## config.mk

```make
export PLATFORM = sky130hd
export DESIGN_NAME = bcd_serial_alu_flat
export DESIGN_NICKNAME = d
export VERILOG_FILES = /design/src/rtl/bcd_serial_alu_if.sv /design/src/rtl/bcd_serial_alu.sv /design/src/flat_wrapper.sv
export SDC_FILE = /design/constraint.sdc
export NUM_CORES = 1
export LEC_CHECK = 0
export BUFFER_PORTS_ARGS = -buffer_cell sky130_fd_sc_hd__buf_2
export CAP_MARGIN = 20
export CORE_MARGIN = 3
export CORE_UTILIZATION = 52
export CTS_CLUSTER_DIAMETER = 60
export DETAILED_ROUTE_END_ITERATION = 12
export GPL_TIMING_DRIVEN = 1
export PLACE_DENSITY_LB_ADDON = 0.3
export SLEW_MARGIN = 20
export SYNTH_ARGS = -nofsm -noshare
export SYNTH_HDL_FRONTEND = slang
export SYNTH_SLANG_ARGS = --single-unit
```

## constraint.sdc

```tcl
create_clock -name CLOCK_50 -period 4.1 [get_ports CLOCK_50]
set_input_delay 0.615 -clock CLOCK_50 [delete_from_list [all_inputs] [get_ports CLOCK_50]]
set_output_delay 0.615 -clock CLOCK_50 [all_outputs]
set_load 0.005 [all_outputs]
```

## src/rtl/bcd_serial_alu_if.sv

```systemverilog
// Handshake and operand/result bundle for the digit-serial BCD ALU.
// master drives the request side, slave returns the registered result.
interface bcd_serial_alu_if #(
    parameter int NDIGITS = 4
) ();
    logic                   START;
    logic                   SUB;
    logic [4*NDIGITS-1:0]   A;
    logic [4*NDIGITS-1:0]   B;
    logic                   BUSY;
    logic                   DONE;
    logic [4*NDIGITS-1:0]   RESULT;
    logic                   COUT;
    logic                   NEG;
    logic                   INVALID;

    modport master (
        output START, SUB, A, B,
        input  BUSY, DONE, RESULT, COUT, NEG, INVALID
    );

    modport slave (
        input  START, SUB, A, B,
        output BUSY, DONE, RESULT, COUT, NEG, INVALID
    );
endinterface

```

## src/rtl/bcd_serial_alu.sv

```systemverilog
// Digit-serial packed-BCD add/subtract, one digit per clock, LSD first.
// Subtraction uses 10's complement with a recomplement pass when A<B.
module bcd_serial_alu #(
    parameter int NDIGITS = 4
) (
    input  logic             CLOCK_50,
    input  logic             RST_N,
    bcd_serial_alu_if.slave  bus
);
    localparam int W  = 4 * NDIGITS;
    localparam int IW = (NDIGITS > 1) ? $clog2(NDIGITS) : 1;

    typedef enum logic [1:0] {
        S_IDLE,
        S_CALC,
        S_FIX,
        S_DONE
    } state_t;

    state_t                   r_state, w_state;
    logic [IW-1:0]            r_idx, w_idx;
    logic                     r_c, w_c;
    logic                     r_sub, w_sub;
    logic                     r_bad, w_bad;
    logic [NDIGITS-1:0][3:0]  r_a, w_a;
    logic [NDIGITS-1:0][3:0]  r_b, w_b;
    logic [NDIGITS-1:0][3:0]  r_p, w_p;
    logic [NDIGITS-1:0][3:0]  w_pn;
    logic [W-1:0]             r_res, w_res;
    logic                     r_cout, w_cout;
    logic                     r_neg, w_neg;
    logic                     r_inv, w_inv;
    logic                     r_busy, r_done;
    logic [3:0]               w_ad, w_bd, w_dig;
    logic [4:0]               w_t;
    logic                     w_carry, w_last;

    function automatic logic has_bad(input logic [W-1:0] v);
        logic bad;
        bad = 1'b0;
        for (int i = 0; i < NDIGITS; i++)
            if (v[4*i +: 4] > 4'd9) bad = 1'b1;
        return bad;
    endfunction

    // Shared digit adder: CALC adds A + (B or 9-B), FIX complements the partial.
    always_comb begin
        w_ad    = (r_state == S_FIX) ? 4'd0 : r_a[r_idx];
        if (r_state == S_FIX)
            w_bd = 4'd9 - r_p[r_idx];
        else if (r_sub)
            w_bd = 4'd9 - r_b[r_idx];
        else
            w_bd = r_b[r_idx];
        w_t     = {1'b0, w_ad} + {1'b0, w_bd} + {4'd0, r_c};
        w_carry = (w_t >= 5'd10);
        w_dig   = w_carry ? w_t[3:0] - 4'd10 : w_t[3:0];
        w_pn    = r_p;
        w_pn[r_idx] = w_dig;
        w_last  = (r_idx == IW'(NDIGITS - 1));
    end

    // Next-state and next-datapath decode; results move only on entry to DONE.
    always_comb begin
        w_state = r_state;
        w_idx   = r_idx;
        w_c     = r_c;
        w_sub   = r_sub;
        w_bad   = r_bad;
        w_a     = r_a;
        w_b     = r_b;
        w_p     = r_p;
        w_res   = r_res;
        w_cout  = r_cout;
        w_neg   = r_neg;
        w_inv   = r_inv;
        unique case (r_state)
            S_IDLE: begin
                if (bus.START) begin
                    w_a     = bus.A;
                    w_b     = bus.B;
                    w_sub   = bus.SUB;
                    w_bad   = has_bad(bus.A) | has_bad(bus.B);
                    w_idx   = '0;
                    w_c     = bus.SUB;
                    w_p     = '0;
                    w_state = S_CALC;
                end
            end
            S_CALC: begin
                if (r_bad) begin
                    w_state = S_DONE;
                    w_res   = '0;
                    w_cout  = 1'b0;
                    w_neg   = 1'b0;
                    w_inv   = 1'b1;
                end else begin
                    w_p   = w_pn;
                    w_c   = w_carry;
                    w_idx = r_idx + 1'b1;
                    if (w_last) begin
                        w_idx = '0;
                        if (r_sub && !w_carry) begin
                            w_c     = 1'b1;
                            w_state = S_FIX;
                        end else begin
                            w_state = S_DONE;
                            w_res   = w_pn;
                            w_cout  = !r_sub && w_carry;
                            w_neg   = 1'b0;
                            w_inv   = 1'b0;
                        end
                    end
                end
            end
            S_FIX: begin
                w_p   = w_pn;
                w_c   = w_carry;
                w_idx = r_idx + 1'b1;
                if (w_last) begin
                    w_idx   = '0;
                    w_state = S_DONE;
                    w_res   = w_pn;
                    w_cout  = 1'b0;
                    w_neg   = 1'b1;
                    w_inv   = 1'b0;
                end
            end
            S_DONE: w_state = S_IDLE;
            default: w_state = S_IDLE;
        endcase
    end

    // State, datapath and registered outputs; async reset aborts any operation.
    always_ff @(posedge CLOCK_50 or negedge RST_N) begin
        if (!RST_N) begin
            r_state <= S_IDLE;
            r_idx   <= '0;
            r_c     <= 1'b0;
            r_sub   <= 1'b0;
            r_bad   <= 1'b0;
            r_a     <= '0;
            r_b     <= '0;
            r_p     <= '0;
            r_res   <= '0;
            r_cout  <= 1'b0;
            r_neg   <= 1'b0;
            r_inv   <= 1'b0;
            r_busy  <= 1'b0;
            r_done  <= 1'b0;
        end else begin
            r_state <= w_state;
            r_idx   <= w_idx;
            r_c     <= w_c;
            r_sub   <= w_sub;
            r_bad   <= w_bad;
            r_a     <= w_a;
            r_b     <= w_b;
            r_p     <= w_p;
            r_res   <= w_res;
            r_cout  <= w_cout;
            r_neg   <= w_neg;
            r_inv   <= w_inv;
            r_busy  <= (w_state != S_IDLE);
            r_done  <= (w_state == S_DONE);
        end
    end

    assign bus.BUSY    = r_busy;
    assign bus.DONE    = r_done;
    assign bus.RESULT  = r_res;
    assign bus.COUT    = r_cout;
    assign bus.NEG     = r_neg;
    assign bus.INVALID = r_inv;
endmodule

```

## src/flat_wrapper.sv

```systemverilog
// flat-port wrapper written by rule: the top's interface ports become plain ports
module bcd_serial_alu_flat 
#(
    parameter int NDIGITS = 4
)
  (CLOCK_50, RST_N, bus_START, bus_SUB, bus_A, bus_B, bus_BUSY, bus_DONE, bus_RESULT, bus_COUT, bus_NEG, bus_INVALID);
  bcd_serial_alu_if #(.NDIGITS(NDIGITS)) bus_i ();
  input  logic CLOCK_50;
  input  logic RST_N;
  input wire logic [$bits(bus_i.START)-1:0] bus_START;
  input wire logic [$bits(bus_i.SUB)-1:0] bus_SUB;
  input wire logic [$bits(bus_i.A)-1:0] bus_A;
  input wire logic [$bits(bus_i.B)-1:0] bus_B;
  output wire logic [$bits(bus_i.BUSY)-1:0] bus_BUSY;
  output wire logic [$bits(bus_i.DONE)-1:0] bus_DONE;
  output wire logic [$bits(bus_i.RESULT)-1:0] bus_RESULT;
  output wire logic [$bits(bus_i.COUT)-1:0] bus_COUT;
  output wire logic [$bits(bus_i.NEG)-1:0] bus_NEG;
  output wire logic [$bits(bus_i.INVALID)-1:0] bus_INVALID;
  assign bus_i.START = bus_START;
  assign bus_i.SUB = bus_SUB;
  assign bus_i.A = bus_A;
  assign bus_i.B = bus_B;
  assign bus_BUSY = bus_i.BUSY;
  assign bus_DONE = bus_i.DONE;
  assign bus_RESULT = bus_i.RESULT;
  assign bus_COUT = bus_i.COUT;
  assign bus_NEG = bus_i.NEG;
  assign bus_INVALID = bus_i.INVALID;
  bcd_serial_alu #(.NDIGITS(NDIGITS)) u_core (.CLOCK_50(CLOCK_50), .RST_N(RST_N), .bus(bus_i));
endmodule
```

-- Yosys cells after proc, flatten, opt, wreduce, memory -nomap -nowiden
Cells that the tools add are included.
- register bits: 76
- output and inout port bits: 21
- word-level logic and storage cells: 123
- $add $sub $neg: 6
- order comparisons: 11
- equality and inequality tests: 10
- mux-type cells: 60
- bitwise gates (word level): 1
- reductions and logical operators: 12
- operator list (cell ; number):
    2-to-1 mux 16 bit ; 6
    case mux 16 bit (3 select lines) ; 1
    > comparator 4 bit (second input constant) ; 8
    2-to-1 mux 4 bit ; 8
    case mux 16 bit (2 select lines) ; 1
    2-to-1 mux 1 bit ; 26
    binary-select mux 4 bit (select 2 bit) ; 3
    bitwise mux 16 bit ; 1
    2-to-1 mux 2 bit ; 7
    demux 4 bit (select 2 bit) ; 1
    == test 2 bit (second input constant) ; 4
    case mux 2 bit (4 select lines) ; 1
    subtractor 4 bit (first input constant) ; 2
    case mux 1 bit (2 select lines) ; 3
    case mux 2 bit (3 select lines) ; 1
    adder 4 x 4 -> 5 bit ; 1
    adder 5 x 1 -> 5 bit ; 1
    >= comparator 5 x 4 -> 1 bit (second input constant) ; 1
    inequality test 2 bit (second input constant) ; 2
    AND reduction 4 bit ; 1
    nonzero test 2 bit ; 2
    subtractor 4 bit (second input constant) ; 1
    logical AND 1 bit ; 3
    < comparator 2 x 3 -> 1 bit (second input constant) ; 1
    13 further kinds ; 14

-- Logic depth before layout (Yosys ltp)
- depth after elaboration: 15
- gate-level depth with buffers: 17
- mapped depth without buffers: 13

-- Worst setup path before layout
Ideal clock, no wire load.
- path type: reg2reg
- start: register u_core.r_idx[0]
- end: register u_core.r_res[11] (netlist: u_core.bus.RESULT[11])
- library setup time: 125 ps
- arrival time: 4262 ps
- required time: 3975 ps
- path slack: -286 ps
- stages on the path, launching flop included: 17
- buffers on the path: 4
- period minus slack after synthesis: 4386 ps
- path through: dfrtp_1 clkbuf_1 buf_2 mux4_2 nand2_1 o21ai_0 fa_1 fa_1 xnor2_1 inv_1 ha_1 o21ai_4 a311oi_4 or2_1 buf_6 buf_8 mux2_2
- longest elaborated chain between the ends: 14
- RTL lines (what ; line ; source):
    start: declaration ; bcd_serial_alu.sv:21 ; logic [IW-1:0] r_idx, w_idx;
    start signal: assignment ; bcd_serial_alu.sv:153 ; r_idx <= w_idx;
    binary-select mux 4 bit (select 2 bit) ; bcd_serial_alu.sv:52, bcd_serial_alu.sv:54 ;
    2-to-1 mux 4 bit (implied by the code) ; bcd_serial_alu.sv:52, bcd_serial_alu.sv:54 ;
    subtractor 4 bit ; bcd_serial_alu.sv:52 ; w_bd = 4'd9 - r_b[r_idx];
    2-to-1 mux 4 bit ; bcd_serial_alu.sv:51 ; else if (r_sub)
    2-to-1 mux 4 bit ; bcd_serial_alu.sv:49 ; if (r_state == S_FIX)
    adder 4 x 4 -> 5 bit ; bcd_serial_alu.sv:55 ; w_t = {1'b0, w_ad} + {1'b0, w_bd} + {4'd0, r_c};
    adder 5 x 1 -> 5 bit ; bcd_serial_alu.sv:55 ;
    subtractor 4 bit / >= comparator 5 x 4 -> 1 bit (equally long branches) ; bcd_serial_alu.sv:57, bcd_serial_alu.sv:56 ;
    2-to-1 mux 4 bit ; bcd_serial_alu.sv:57 ; w_dig = w_carry ? w_t[3:0] - 4'd10 : w_t[3:0];
    bitwise mux 16 bit ; bcd_serial_alu.sv:59 ; w_pn[r_idx] = w_dig;
    2-to-1 mux 16 bit ; bcd_serial_alu.sv:103 ; if (r_sub && !w_carry) begin
    2-to-1 mux 16 bit ; bcd_serial_alu.sv:101 ; if (w_last) begin
    2-to-1 mux 16 bit ; bcd_serial_alu.sv:91 ; if (r_bad) begin
    case mux 16 bit (2 select lines) ; bcd_serial_alu.sv:77 ; unique case (r_state)
    end signal: assignment ; bcd_serial_alu.sv:160 ; r_res <= w_res;
    end: declaration ; bcd_serial_alu.sv:29 ; logic [W-1:0] r_res, w_res;
Several ways; a longest one is shown, not always the timed one. The select of a mux whose other input is x is not followed.
A chain may end at the register's enable or synchronous reset.

-- Final worst setup path
- start: register u_core.r_idx[0]
- end: register u_core.r_res[2] (netlist: u_core.bus.RESULT[2])
The elaborated chain is that of the path after synthesis.

==> reports/metrics.cfg <==
[synthesis]
synth_top_flop_cell=dfrtp_1
synth_area_um2=4200
syn_area_per_cell_um2=11.8
synthTopCellsByArea=dfrtp_1, mux2_2, mux4_2, ha_1, o21ai_0
yosys.area.top_type=dfrtp_1
ys_types=54
synthArstFlopShare_pct=100
synth_top_area_share_pct=45.3
synth_edf_count=0
synth_cells=357
ys_seq_area_share_pct=45.3
synth_warnings=0
syn_nets=410
ys_ff_latch=76

[timing]
timing.fmax_ghz=0.261
slew_headroom_pct=29.0
worstMarginPinSlew_ns=1.06
setup_violations=0
setup-tns-final_ns=0
hold_slack_ns=0.410
final-max-slew-violation-count=0
final_hold_viol_count=0
rsz0062_at_grt=false
period_needed_ns=3.83
skew_ns=0.00740
finalCritPeriodShare_pct=93.4

[global_route]
antenna_found_initial=0
grt_max_degree=77
grt_pass1_wl_um=16000
first_global_vias=3230
grt_use_total_pct=22.8
grt_remaining_overflow=0

[clocking]
htree_levels=3
clk_pin_slew_ns=0.08
clk_latency_ns=0.35
cts_made_buffers=9
postCtsHoldBufs=0
cts_tree=yes
cts-root-buf=clkbuf_8
clockBufferDepth=2
clock_sinks=76

[setup_path]
critPathMaxStageDelay_ns=0.53
crit_chain=buf_6 > mux4_2 > inv_1 > ha_1 > mux2i_1 > o21ai_0 > ha_1 > buf_4 > a21oi_1 > nand3b_2 > and4_1 > a2111oi_0 > o41ai_2
crit_path_start_kind=flop
path_max_fanout=15
critPathSlowestCell=mux4_2
cp-end-kind=flop
cpLargestDelayFamily=compound AO/OA/AOI/OAI gates
crit_top_cell=ha_1
critPathKind=reg2reg
worst_ep_arrival_time_ns=4.03
crit_buf_inv=3
worstPathRequired_ns=4.30

[floorplan]
die_y_um=95.8
die_x_um=95.8
start_util_pct=54.0
coreArea_um2=7770
io_pins=57
die-area_um2=9190
rows=32

[placement]
place.gp.congestion=0.881
place_hpwl_um=7040
portBuffers=56
place_area_um2=4600

[routing]
drt_iter0_markers=211
via_per_inst=6.06
post-route-drc-count=0
dr.pass1.iters=5
finalWirelength_um=9540
wire_per_inst_um=18.3
vias=3165
ant_nets=0

[final_layout]
syn_to_final_growth_pct=14.3
drive_gt1_share_pct=36.4
design_area_um2=4800
most-common-layout-cells=dfrtp_1, buf_2, mux2_2
antenna_cells=0
nets=468
layout_commonest_cell=dfrtp_1
fillers=671

[hold_path]
hold_class=in2async

[outcome]
outcome=finished, final reports clean

[run]
max_cap_violations=0

==> routing by layer <==
metal | routed length (µm) | GRT usage (%) | vias to the layer above
met3 | 536 | 4.38 | 22
met1 | 4230 | 30.8 | 1561
met4 | 216 | 7.82 | 0
met5 | 0 | 0 | -
met2 | 4560 | 37.1 | 124
li1 | - | - | 1458
==> kinds of logic after synthesis <==
group | after synthesis | share of synthesized area, %
and+or+nand+nor | 67 | 7.96
xor gates and xnor gates | 4 | 0.835
muxes | 58 | 18.4
buffers and inverters | 40 | 4.11
AOI/OAI and AO/OA | 95 | 17.9
adders and majority gates | 17 | 5.42
DFF | 76 | 45.3
==> cells in the mapped netlist (all sizes together), types with 5 or more instances <==
cell    instances
dfrtp          76
mux2           44
o21ai          26
a22o            8
nor2           22
inv            19
o41ai           5
a311oi          6
nand2          13
mux4           11
nor2b           7
clkbuf         16
a32o           11
buf             5
nand3           6
a211oi          5
ha             15
a21oi           7
a31oi           5
==> layout make-up <==
cell class,instances,area (µm²),area share [%]
clock buffer,10,128,2.66
clock inverter,6,40.0,0.834
inverter,19,71.3,1.49
multi-input combinational,241,2150,44.9
sequential,76,1900,39.6
tap,102,128,2.66
timing repair buffer,68,377,7.85
==> final timing paths <==
path / startpoint / endpoint / slack, ns / cells past startpoint
setup / recovery: u_core.r_idx[0] / u_core.bus.RESULT[2] / 0.27 / 13
hold / removal: RST_N / u_core.bus.DONE / 0.41 / 1
setup reg to reg: u_core.r_idx[0] / u_core.bus.RESULT[2] / 0.27 / 13
hold reg to reg: u_core.r_c / u_core.r_c / 0.50 / 1
max in group asynchronous: RST_N / u_core.r_idx[1] / 3.08 / 1
min in group CLOCK_50: bus_A[8] / u_core.r_a[8] / 0.50 / 2
==> state kept, by name (all words and copies together), names as in the netlist <==
name,count
u_core.bus.DONE,1
u_core.r_idx,2
u_core.r_c,1
u_core.r_p,16
u_core.bus.NEG,1
u_core.bus.COUT,1
u_core.bus.RESULT,16
u_core.r_sub,1
u_core.r_b,16
u_core.r_a,16
u_core.bus.INVALID,1
u_core.bus.BUSY,1
u_core.r_bad,1
u_core.r_state,2
==> per-stage QoR <==
stage / util, % / instances / setup slack, ns
global placement: 59.2 / 506 / 0.192
finish: 61.8 / 522 / 0.269
CTS: 61.4 / 522 / 0.0315
floorplan: - / 357 / 0.00671
global route: 61.8 / 522 / 0.0134
detailed placement: 59.2 / 506 / 0.0626
==> repair_timing <==
action | CTS | global route
endpoints found under the setup margin | 0 | 23
setup buffers | 0 | 0
gates resized for setup | 0 | 7
Power is left out: the tool's default activity adds up to more than one toggle a clock period on the data nets, which glitch-free logic cannot reach.
